$ cat src/rtl/gat_pkg.sv
// Shared GAT definitions: width helpers, argmax reader FSM state type and
// the per-node classification record for the default network size.
// Optional build macro GAT_ARGMAX_MAXVAL_EN adds the winning score to the record.
package gat_pkg;

  // $clog2 that never returns 0, so a degenerate size still yields a 1-bit field.
  function automatic int clog2_min1(input int n);
    return (n > 1) ? $clog2(n) : 1;
  endfunction

  function automatic int class_w(input int num_feature_final);
    return clog2_min1(num_feature_final);
  endfunction

  function automatic int node_w(input int num_subgraphs);
    return clog2_min1(num_subgraphs);
  endfunction

  function automatic int feat_addr_w(input int num_subgraphs, input int num_feature_final);
    return clog2_min1(num_subgraphs * num_feature_final);
  endfunction

  // Default network size.
  localparam int GAT_NUM_SUBGRAPHS     = 25;
  localparam int GAT_NUM_FEATURE_FINAL = 7;
  localparam int GAT_DATA_WIDTH        = 8;
  localparam int GAT_CLASS_W           = class_w(GAT_NUM_FEATURE_FINAL);
  localparam int GAT_NODE_W            = node_w(GAT_NUM_SUBGRAPHS);
  localparam int GAT_FEAT_ADDR_W       = feat_addr_w(GAT_NUM_SUBGRAPHS, GAT_NUM_FEATURE_FINAL);

  typedef enum logic [2:0] {
    ARG_IDLE  = 3'd0,
    ARG_READ  = 3'd1,
    ARG_DRAIN = 3'd2,
    ARG_OUT   = 3'd3,
    ARG_DONE  = 3'd4
  } argmax_state_e;

  // Host-side view of one classified node in the default configuration.
  typedef struct packed {
    logic [GAT_NODE_W-1:0]            node;
    logic [GAT_CLASS_W-1:0]           idx;
`ifdef GAT_ARGMAX_MAXVAL_EN
    logic signed [GAT_DATA_WIDTH-1:0] max_val;
`endif
  } cls_result_t;

endpackage

$ cat src/rtl/gat_argmax_cmp.sv
// Streaming signed max/index tracker. first_i restarts the search with the
// current sample; later samples replace the running max only when strictly
// greater, so ties keep the earliest index. Also usable for softmax max-finding.
module gat_argmax_cmp #(
  parameter int DATA_WIDTH = 8,
  parameter int IDX_W      = 3
) (
  input  logic                         clk,
  input  logic                         rst_n,
  input  logic                         vld_i,
  input  logic                         first_i,
  input  logic signed [DATA_WIDTH-1:0] data_i,
  input  logic        [IDX_W-1:0]      idx_i,
  output logic signed [DATA_WIDTH-1:0] max_o,
  output logic        [IDX_W-1:0]      idx_o
);

  logic signed [DATA_WIDTH-1:0] max_q;
  logic        [IDX_W-1:0]      idx_q;

  // Running max/index update on each valid sample.
  always_ff @(posedge clk or negedge rst_n) begin
    if (!rst_n) begin
      max_q <= '0;
      idx_q <= '0;
    end else if (vld_i && (first_i || (data_i > max_q))) begin
      // NOTE: non-blocking assignments keep every register in this block
      // sampling pre-edge values, independent of statement order.
      max_q <= data_i;
      idx_q <= idx_i;
    end
  end

  assign max_o = max_q;
  assign idx_o = idx_q;

endmodule

$ cat src/rtl/gat_argmax_reader.sv
// Walks the final-layer feature BRAM node by node after conv2 completes and
// streams the argmax class of each node on a valid/ready interface.
// Optional build macro GAT_ARGMAX_MAXVAL_EN adds cls_max_o (winning score).
module gat_argmax_reader
  import gat_pkg::*;
#(
  parameter int  NUM_SUBGRAPHS     = 25,
  parameter int  NUM_FEATURE_FINAL = 7,
  parameter int  DATA_WIDTH        = 8,
  parameter int  BRAM_RD_LAT       = 2,
  localparam int FEAT_ADDR_W       = feat_addr_w(NUM_SUBGRAPHS, NUM_FEATURE_FINAL),
  localparam int CLASS_W           = class_w(NUM_FEATURE_FINAL),
  localparam int NODE_W            = node_w(NUM_SUBGRAPHS)
) (
  input  logic                   clk,
  input  logic                   rst_n,
  input  logic                   start_i,
  output logic [FEAT_ADDR_W-1:0] feat_bram_addrb,
  input  logic [DATA_WIDTH-1:0]  feat_bram_dout,
  output logic                   cls_vld_o,
  input  logic                   cls_rdy_i,
  output logic [CLASS_W-1:0]     cls_idx_o,
  output logic [NODE_W-1:0]      cls_node_o,
`ifdef GAT_ARGMAX_MAXVAL_EN
  output logic [DATA_WIDTH-1:0]  cls_max_o,
`endif
  output logic                   busy_o,
  output logic                   done_o
);

  localparam int                     DRAIN_W     = $clog2(BRAM_RD_LAT + 1);
  localparam logic [CLASS_W-1:0]     LAST_FEAT   = CLASS_W'(NUM_FEATURE_FINAL - 1);
  localparam logic [NODE_W-1:0]      LAST_NODE   = NODE_W'(NUM_SUBGRAPHS - 1);
  localparam logic [FEAT_ADDR_W-1:0] NODE_STRIDE = FEAT_ADDR_W'(NUM_FEATURE_FINAL);
  // DRAIN lasts BRAM_RD_LAT+1 cycles: latency of the last read plus its compare.
  localparam logic [DRAIN_W-1:0]     DRAIN_LAST  = DRAIN_W'(BRAM_RD_LAT);

  argmax_state_e          state_q;
  logic [CLASS_W-1:0]     feat_q;
  logic [NODE_W-1:0]      node_q;
  logic [FEAT_ADDR_W-1:0] node_base_q;
  logic [FEAT_ADDR_W-1:0] addr_q;
  logic [DRAIN_W-1:0]     drain_q;
  logic                   done_q;
  logic                   vld_q;
  logic [CLASS_W-1:0]     out_idx_q;
  logic [NODE_W-1:0]      out_node_q;
`ifdef GAT_ARGMAX_MAXVAL_EN
  logic [DATA_WIDTH-1:0]  out_max_q;
`endif

  // Read-tag pipeline: travels alongside the BRAM read so each returning
  // sample arrives with its feature index.
  logic                   tag_vld_q [BRAM_RD_LAT];
  logic [CLASS_W-1:0]     tag_idx_q [BRAM_RD_LAT];

  logic signed [DATA_WIDTH-1:0] cmp_max;
  logic [CLASS_W-1:0]           cmp_idx;

  // Frame FSM, address generation and output register.
  always_ff @(posedge clk or negedge rst_n) begin
    if (!rst_n) begin
      state_q     <= ARG_IDLE;
      feat_q      <= '0;
      node_q      <= '0;
      node_base_q <= '0;
      addr_q      <= '0;
      drain_q     <= '0;
      done_q      <= 1'b0;
      vld_q       <= 1'b0;
      out_idx_q   <= '0;
      out_node_q  <= '0;
`ifdef GAT_ARGMAX_MAXVAL_EN
      out_max_q   <= '0;
`endif
    end else begin
      done_q <= 1'b0;
      unique case (state_q)
        ARG_IDLE: begin
          if (start_i) begin
            state_q     <= ARG_READ;
            feat_q      <= '0;
            node_q      <= '0;
            node_base_q <= '0;
            addr_q      <= '0;
            drain_q     <= '0;
          end
        end
        ARG_READ: begin
          if (feat_q == LAST_FEAT) begin
            state_q <= ARG_DRAIN;
            drain_q <= '0;
          end else begin
            feat_q <= feat_q + 1'b1;
            addr_q <= addr_q + 1'b1;
          end
        end
        ARG_DRAIN: begin
          if (drain_q == DRAIN_LAST) begin
            state_q    <= ARG_OUT;
            vld_q      <= 1'b1;
            out_idx_q  <= cmp_idx;
            out_node_q <= node_q;
`ifdef GAT_ARGMAX_MAXVAL_EN
            out_max_q  <= cmp_max;
`endif
          end else begin
            drain_q <= drain_q + 1'b1;
          end
        end
        ARG_OUT: begin
          // vld_q is always set here, so ready alone completes the handshake.
          if (cls_rdy_i) begin
            vld_q <= 1'b0;
            if (node_q == LAST_NODE) begin
              state_q <= ARG_DONE;
              done_q  <= 1'b1;
            end else begin
              state_q     <= ARG_READ;
              node_q      <= node_q + 1'b1;
              feat_q      <= '0;
              node_base_q <= node_base_q + NODE_STRIDE;
              addr_q      <= node_base_q + NODE_STRIDE;
            end
          end
        end
        ARG_DONE: state_q <= ARG_IDLE;
        default:  state_q <= ARG_IDLE;
      endcase
    end
  end

  // Tag shift register aligned with the BRAM read latency.
  always_ff @(posedge clk or negedge rst_n) begin
    if (!rst_n) begin
      // NOTE: this small array is reset on purpose; a stale valid tag after
      // reset would inject a phantom sample into the compare.
      for (int i = 0; i < BRAM_RD_LAT; i++) begin
        tag_vld_q[i] <= 1'b0;
        tag_idx_q[i] <= '0;
      end
    end else begin
      tag_vld_q[0] <= (state_q == ARG_READ);
      tag_idx_q[0] <= feat_q;
      for (int i = 1; i < BRAM_RD_LAT; i++) begin
        tag_vld_q[i] <= tag_vld_q[i-1];
        tag_idx_q[i] <= tag_idx_q[i-1];
      end
    end
  end

  gat_argmax_cmp #(
    .DATA_WIDTH (DATA_WIDTH),
    .IDX_W      (CLASS_W)
  ) u_cmp (
    .clk     (clk),
    .rst_n   (rst_n),
    .vld_i   (tag_vld_q[BRAM_RD_LAT-1]),
    .first_i (tag_idx_q[BRAM_RD_LAT-1] == '0),
    .data_i  (feat_bram_dout),
    .idx_i   (tag_idx_q[BRAM_RD_LAT-1]),
    .max_o   (cmp_max),
    .idx_o   (cmp_idx)
  );

`ifdef GAT_ARGMAX_MAXVAL_EN
  assign cls_max_o = out_max_q;
`else
  // The running max is still needed inside the tracker; it just has no port.
  logic unused_cmp_max;
  assign unused_cmp_max = ^cmp_max;
`endif

  assign feat_bram_addrb = addr_q;
  assign cls_vld_o       = vld_q;
  assign cls_idx_o       = out_idx_q;
  assign cls_node_o      = out_node_q;
  assign busy_o          = (state_q != ARG_IDLE);
  assign done_o          = done_q;

endmodule

$ cat config.mk
export PLATFORM = sky130hd
export DESIGN_NAME = gat_argmax_reader
export DESIGN_NICKNAME = d
export VERILOG_FILES = /design/src/rtl/gat_pkg.sv /design/src/rtl/gat_argmax_cmp.sv /design/src/rtl/gat_argmax_reader.sv
export SDC_FILE = /design/constraint.sdc
export NUM_CORES = 1
export LEC_CHECK = 0
export ABC_AREA = 1
export CORE_ASPECT_RATIO = 0.6
export CORE_MARGIN = 3
export CORE_UTILIZATION = 26
export DETAILED_ROUTE_END_ITERATION = 8
export REMOVE_ABC_BUFFERS = 1
export SLEW_MARGIN = 15
export SYNTH_ARGS = -nofsm -noshare
export SYNTH_HDL_FRONTEND = slang
export SYNTH_SLANG_ARGS = --single-unit
$ cat constraint.sdc
create_clock -name clk -period 4.49 [get_ports clk]
set_input_delay 0.6735 -clock clk [delete_from_list [all_inputs] [get_ports clk]]
set_output_delay 0.6735 -clock clk [all_outputs]
set_load 0.01 [all_outputs]
==> results of run 1 <==
cells in the final DEF, fill, tap and decap left out, drive strengths merged, types with 2 or more instances in the layout:
| master | instances |
|---|---|
| o31ai | 4 |
| ha | 15 |
| xor2 | 3 |
| o21ai | 27 |
| o21bai | 2 |
| o22ai | 2 |
| clkdlybuf4s50 | 29 |
| nand2 | 85 |
| nor3 | 3 |
| bufinv | 2 |
| or2 | 4 |
| a31oi | 3 |
| dfrtp | 58 |
| mux2 | 5 |
| inv | 37 |
| clkbuf | 12 |
| a31o | 2 |
| nand3 | 30 |
| buf | 2 |
| a21oi | 9 |
| nand4 | 6 |
| nor2 | 18 |
cells by family (layout without fill, tap and decap cells):
kind of cell             after synthesis  in the layout  share of synthesized area [%]
AND/OR/NAND/NOR                      148            148                           23.8
multiplexers                           5              5                           1.96
flip-flops                            58             58                           50.6
AO/OA/AOI/OAI                         49             49                           9.78
buffers and inverters                 44             83                           6.33
adder cells (fa/ha/maj)               15             15                           6.55
XOR/XNOR                               3              3                          0.917
worst paths after layout:
| path | endpoint | slack [ns] | cells after the start |
|---|---|---|---|
| hold reg to reg | tag_idx_q[1] | 0.34 | 0 |
| setup reg to reg | u_cmp.max_o[2] | 2.37 | 12 |
| max in group asynchronous | feat_bram_addrb[0] | 3.40 | 2 |
| hold / removal | cls_idx_o[0] | 0.20 | 1 |
| min in group clk | tag_idx_q[1] | 0.34 | 0 |
| setup / recovery | u_cmp.max_o[2] | 1.95 | 12 |
layout make-up:
class / count / area (sq um) / area share, %
well taps: 139 / 174 / 4.82
inverters: 37 / 144 / 3.99
flip-flops and latches: 58 / 1450 / 40.2
repair buffers: 31 / 303 / 8.39
clock buffers: 12 / 236 / 6.56
multi-input cells: 220 / 1230 / 34.2
clock inverters: 3 / 65.1 / 1.80
worst max-delay path: stages:
cell,delay [ns]
clkdlybuf4s50_1,0.42
ha_1,0.31
a21oi_1,0.15
nor2_1,0.05
nor2_1,0.12
nand2_1,0.07
nand2_1,0.06
nand3_1,0.06
nand2_1,0.29
nand2_1,0.32
nand2_1,0.14
nand2_1,0.06
power by group:
part / switching (mW) / total (mW) / internal, mW
clock: 0.218 / 0.699 / 0.481
sequential: 0.132 / 0.822 / 0.690
combinational: 0.556 / 0.895 / 0.339
sequential cells by signal, indices dropped and copies added, names as in the netlist:
| register | count |
|---|---|
| u_cmp.max_o | 8 |
| feat_bram_addrb | 8 |
| node_base_q | 8 |
| cls_idx_o | 3 |
| cls_vld_o | 1 |
| tag_vld_q | 2 |
| done_o | 1 |
| cls_node_o | 5 |
| node_q | 5 |
| drain_q | 2 |
| tag_idx_q | 6 |
| feat_q | 3 |
| u_cmp.idx_o | 3 |
| state_q | 3 |
cell usage after synthesis, drive strengths merged:
cell,number
a21oi,9
a31o,2
a31oi,3
buf,4
clkbuf,3
dfrtp,58
ha,15
inv,37
mux2,5
nand2,85
nand3,30
nand3b,1
nand4,6
nor2,18
nor3,3
o21ai,27
o21bai,2
o22ai,2
o31ai,4
or2,4
or3,1
xor2,3
metal layers:
metal | track usage [%] | vias up | routed length [um]
met1 | 15.8 | 1083 | 3290
met5 | 0 | - | 0
met4 | 4.27 | 0 | 99
met3 | 4.11 | 11 | 315
li1 | - | 1136 | -
met2 | 14.4 | 49 | 2410
stage by stage:
| step | utilization (%) | hold WS, ns | cell area (sq um) | std cells |
|---|---|---|---|---|
| after floorplan | - | 0.331 | 2830 | 315 |
| after global placement | 31.0 | 0.338 | 3310 | 485 |
| after detailed placement | 31.0 | 0.336 | 3310 | 485 |
| after CTS | 33.8 | 0.203 | 3610 | 500 |
| after global routing | 33.8 | 0.203 | 3610 | 500 |
| final | 33.8 | 0.204 | 3610 | 500 |
==> impl_metrics.ini, run 1 <==
[sta]
min_period_ns = 2.54
fin_setup_tns_ns = 0
worstMarginPinSlew_ns = 0.618
hold_viol_final = 0
maxSlewHeadroom_pct = 58.8
rsz0062_at_grt = false
setup_viol = 0
fin_ws_ns = 1.95
slew_viol_final = 0
fin_skew_ns = 0.00440
finalCritPeriodShare_pct = 56.6
max_freq_mhz = 394

[floorplanning]
fp.dieW_um = 142
io_pins = 31
die_area_sq_um = 12400
coreArea_sq_um = 10700
fp.dieH_um = 87.3
rows = 29
start_util_pct = 26.9

[pwr]
p_per_area_nw_per_um2 = 670
total_power_mw = 2.42
ir_drop_mv = 0.256
leakage_nw = 1.72

[synthesis]
synth_area_leaders = dfrtp_1 (51%), nand2_1 (10%), ha_1 (6.5%)
synth.top_cell.area_share_pct = 50.6
ys_types = 33
synth.yosys.seq_area_share_pct = 50.6
yosysWarnings = 0
avgSynthCellArea_sq_um = 8.90
synth_cells = 322
netlist_area_sq_um = 2870
synth_top_area_cell = dfrtp_1
ys_seq_elements = 58

[clock_network]
root_buffer = clkbuf_16
numCtsBuffers = 9
cts_resized = 0
htree_num_levels = 3
clk_pin_slew_ns = 0.05
cts_tree = yes
cts_sinks = 58
clockBufferDepth = 2
hold_buffers = 0
post_cts_buffers = 0
clock_latency_ns = 0.32

[worst_setup_path]
crit_path_start = feat_bram_dout[5]
worst_setup_path_start_kind = primary input
r2r-start = u_cmp.max_o[5]
cp-end-kind = flip-flop
required_ns = 4.70
worstPathArrival_ns = 2.75
worstSetupPathType = in2reg
critPathMaxFanout = 12

[run_status]
status = complete, no violations

[drt]
dr.pass1.iters = 4
post-route-drc-count = 0
routedWlPerCell_um = 12.2
drtIter0Drc = 135
wl_um = 6120
vias = 2279
ant_nets = 0
via_per_inst = 4.56

[global_routing]
grt_pass1_vias = 2213
grt_remaining_overflow = 0
gr-usage-all-layers_pct = 10.9
grt_max_degree = 50
antenna_found_initial = 0
grt_pass1_wl_um = 10500

[layout]
antenna_cells = 0
filler_cell_count = 1114
nets = 384
drive_gt1_share_pct = 10.2
area_delta_synth_final_pct = 25.8

[placement]
dpl.hpwl_um = 4450
place_congestion = 0.784
place_ws_ns = 1.62
io_buffers = 30

[min_path]
holdCritPathClass = in2async

[run]
max-cap-violations = 0
Note: power is estimated with default switching activity, not from simulation.
==> run 2, diff against run 1 <==
Clock period 4.49 ns to 2.2 ns, I/O delays scaled along.
==> impl_metrics.ini, run 2 (synthesis results as in run 1) <==
[drt]
via_per_inst = 4.46
ant_nets = 0
routedWlPerCell_um = 12.2
post-route-drc-count = 0
dr.pass1.iters = 4
drtIter0Drc = 115
wl_um = 6140
vias = 2253

[pwr]
sw_frac_of_total_pct = 38.5
combPwrFrac_pct = 38.1
switchingPower_mw = 1.91
p_int_mw = 3.05
p_per_area_nw_per_um2 = 1360
ir_drop_mv = 0.544
seqPwrFrac_pct = 33.9
leakage_nw = 1.73
clock_power_share_pct = 28.0

[global_routing]
gr-usage-all-layers_pct = 10.9
grt_remaining_overflow = 0
grt_max_degree = 29
antenna_found_initial = 0
grt_pass1_wl_um = 10600
grt_pass1_vias = 2174

[layout]
layout_common_cells = nand2_1 (80), dfrtp_1 (58), inv_1 (34)
filler_cell_count = 1135
fin_area_sq_um = 3640
drive_gt1_share_pct = 12.3
nets = 388
area_delta_synth_final_pct = 27.0
layout_commonest_cell = nand2_1
antenna_cells = 0

[run_status]
status = complete, no violations

[floorplanning]
die_area_sq_um = 12400
start_util_pct = 26.9
coreArea_sq_um = 10700
fp.dieW_um = 142
io_pins = 31
rows = 29
fp.dieH_um = 87.3

[sta]
worstMarginPinSlew_ns = 0.619
maxSlewHeadroom_pct = 58.7
finalCritPeriodShare_pct = 91.3
slew_viol_final = 0
rsz0062_at_grt = false
holdWs_ns = 0.00850
hold_viol_final = 0
max_freq_mhz = 498
setup_viol = 0
fin_skew_ns = 0.00481
min_period_ns = 2.01

[clock_network]
root_buffer = clkbuf_16
cts_sinks = 58
clock_latency_ns = 0.32
clockBufferDepth = 2
htree_num_levels = 3
clk_pin_slew_ns = 0.05
post_cts_buffers = 0
numCtsBuffers = 9
cts_resized = 0
hold_buffers = 0
cts_tree = yes

[placement]
io_buffers = 30
post_dp_cell_area_sq_um = 3340
place_congestion = 0.763
dpl.hpwl_um = 4540

[worst_setup_path]
required_ns = 1.87
worstPathArrival_ns = 1.68
cp-end-kind = output pin
worstSetupPathType = reg2out
worst_setup_path_start_kind = flip-flop
critPathMaxFanout = 5

[min_path]
holdCritPathClass = in2async

[run]
max-cap-violations = 0
==> run 2: power groups by stage <==
stage	registers, mW	clock network [mW]	logic (mW)
3_5_place_dp	1.69	0	1.89
2_1_floorplan	1.66	0	1.24
6_report	1.68	1.39	1.89
5_1_grt	1.74	1.46	2.18
4_1_cts	1.68	1.43	1.91
3_3_place_gp	1.68	0	1.84
==> run 2: path summary, 6_finish.rpt <==
path	start	to	slack [ns]	depth (start not counted)
min	rst_n	cls_node_o[2]	0.009	1
max	state_q[0]	busy_o	0.19	5
min reg2reg	tag_idx_q[4]	tag_idx_q[1]	0.35	0
max reg2reg	state_q[2]	feat_q[0]	0.32	11
min in group clk	tag_idx_q[4]	tag_idx_q[1]	0.35	0
max in group asynchronous	rst_n	node_base_q[5]	1.49	2
==> run 2: through the flow <==
step	setup WS [ns]	cells	utilization [%]	setup TNS, ns	power, mW
floorplan	0.420	315	-	0	2.90
global placement	0.0625	489	31.3	0	3.52
detailed placement	-0.00813	489	31.3	-0.0150	3.58
CTS	0.176	505	34.1	0	5.02
global route	0.0571	505	34.1	0	5.38
finish	0.190	505	34.1	0	4.97
==> run 2: cell type report <==
class	count	area (sq um)	share of cell area, %
Clock inverter	6	66.3	1.82
Timing Repair Buffer	35	333	9.14
Multi-Input combinational cell	220	1230	33.9
Inverter	37	144	3.95
Sequential cell	58	1450	39.9
Clock buffer	10	239	6.56
Tap cell	139	174	4.78
==> run 2: critical path, stage by stage, from the launching register on <==
cell,delay [ns]
dfrtp_1,0.37
inv_2,0.15
nand2_1,0.11
nor2_1,0.14
inv_1,0.09
clkdlybuf4s50_1,0.48
==> run 2: per-layer routing <==
layer	track usage [%]	vias to the layer above	share of wire (%)
li1	-	1148	-
met1	16.0	1046	55
met2	15.1	54	39
met3	3.29	5	5.4
met4	3.92	0	1.3
met5	0	-	0
==> run 3, diff against run 2 <==
Settings changed: GPL_TIMING_DRIVEN set to 0, SETUP_SLACK_MARGIN set to 0.2.
==> impl_metrics.ini, run 3 (synthesis results as in run 1) <==
[min_path]
holdCritPathClass = in2async

[drt]
wl_um = 6100
via_per_inst = 4.41
dr.pass1.iters = 6
routedWlPerCell_um = 12.0
drtIter0Drc = 143
post-route-drc-count = 0
vias = 2237
ant_nets = 0

[sta]
fin_skew_ns = 0.00755
maxSlewHeadroom_pct = 51.0
hold_viol_final = 0
setup_viol = 0
min_period_ns = 1.87
holdWs_ns = 0.0687
rsz0062_at_grt = false
fin_setup_tns_ns = 0
slew_viol_final = 0
finalCritPeriodShare_pct = 84.8
worstMarginPinSlew_ns = 0.734
fin_ws_ns = 0.334
max_freq_mhz = 536

[worst_setup_path]
path_delay_family = simple AND/OR/NAND/NOR gates
cp-end-kind = flip-flop
ff2ff_setup_slack_ns = 0.40
crit_path_start = feat_bram_dout[5]
worstSetupPathType = in2reg
regToRegEndpoint = feat_q[1]
worst_setup_path_start_kind = primary input
path_cells = clkdlybuf4s50_1 > ha_1 > a21oi_1 > nor2_1 > nor2_1 > nand2_1 > nand2_1 > nand3_1 > nand2_4 > nand2_4 > nand2_1 > nand2_1
r2r-start = state_q[2]
critPathMaxFanout = 12
slowest_delay_ns = 0.44
cp_common_cell = nand2_1
required_ns = 2.40
worstPathArrival_ns = 2.07
path_buf_inv = 1
cp.depth = 12
worstRegToRegCells = 12
cp-endpoint = u_cmp.idx_o[0]
crit_slowest_cell = clkdlybuf4s50_1

[floorplanning]
rows = 29
coreArea_sq_um = 10700
start_util_pct = 26.9
io_pins = 31
fp.dieH_um = 87.3
die_area_sq_um = 12400
fp.dieW_um = 142

[placement]
dp_cells = 484
place_ws_ns = -0.363
place_congestion = 0.803
dpl.hpwl_um = 4280
io_buffers = 30

[pwr]
leakage_nw = 1.76
ir_drop_mv = 0.472
p_per_area_nw_per_um2 = 1360

[clock_network]
root_buffer = clkbuf_16
clock_latency_ns = 0.32
clk_pin_slew_ns = 0.05
htree_num_levels = 3
numCtsBuffers = 9
hold_buffers = 0
clockBufferDepth = 2
cts_sinks = 58
cts_tree = yes

[layout]
antenna_cells = 0
drive_gt1_share_pct = 13.9
area_delta_synth_final_pct = 28.2
nets = 390
final_util_pct = 34.5
layout_common_cells = nand2_1 (77), dfrtp_1 (57), inv_1 (33)
layout_commonest_cell = nand2_1
fin_cells = 507

[run_status]
status = complete, no violations

[run]
max-cap-violations = 0

[global_routing]
grt_max_degree = 59
antenna_found_initial = 0
grt_pass1_vias = 2170
gr-usage-all-layers_pct = 10.7
grt_use_met2_pct = 14.2
gr-max-usage-layer = met1
grt_remaining_overflow = 0
use_met3_pct = 3.78
grt_pass1_wl_um = 10400
met1_usage_pct = 15.4
## run 3: cell count changes in the layout (fill, tap and decap cells not counted), sizes merged
cell and change:
buf +2, bufinv -1, clkbuf +4, clkdlybuf4s50 -1, clkinvlp -2, dlymetal6s2s +1, inv -1
## run 3: worst min-delay path by stage
stage,start,to,cells past startpoint,slack (ns)
5_1_grt,rst_n,cls_node_o[2],1,0.13
3_3_place_gp,tag_idx_q[5],tag_idx_q[2],0,0.34
4_1_cts,rst_n,state_q[1],1,0.10
2_1_floorplan,rst_n,cls_idx_o[0],0,0.03
3_5_place_dp,tag_vld_q[1],tag_vld_q[0],0,0.34
6_report,rst_n,cls_node_o[3],1,0.07
## run 3: layout make-up
class / instances / area (sq um)
Clock inverter: 2 / 10.0
Tap cell: 139 / 174
Fill cell: 1102 / 6990
Multi-Input combinational cell: 220 / 1260
Clock buffer: 14 / 274
Inverter: 37 / 150
Timing Repair Buffer: 37 / 353
Sequential cell: 58 / 1450
## run 3: routing by layer
layer | vias up | routed length, um
met3 | 9 | 378
met2 | 62 | 2360
met4 | 0 | 102
li1 | 1154 | -
met1 | 1012 | 3260
met5 | - | 0
## run 3: repair_timing
item | CTS | global route
setup endpoints to repair | 18 | 15
pin swaps | 1 | 2
setup buffers | 2 | 5
gates resized for setup | 3 | 8
## run 3: report_power, final
| part | total [mW] | internal, mW | switching [mW] | leakage (nW) |
|---|---|---|---|---|
| sequential | 1.69 | 1.41 | 0.279 | 0.766 |
| clock | 1.29 | 0.849 | 0.444 | 0.143 |
| combinational | 2.00 | 0.804 | 1.20 | 0.850 |
| total | 4.98 | 3.06 | 1.92 | 1.76 |
## run 3: per-stage QoR
step | cell area, sq um | power, mW
6_report | 3680 | 4.98
5_1_grt | 3680 | 5.43
4_1_cts | 3610 | 4.89
3_5_place_dp | 3300 | 3.51
3_3_place_gp | 3300 | 3.46
2_1_floorplan | 2830 | 2.90
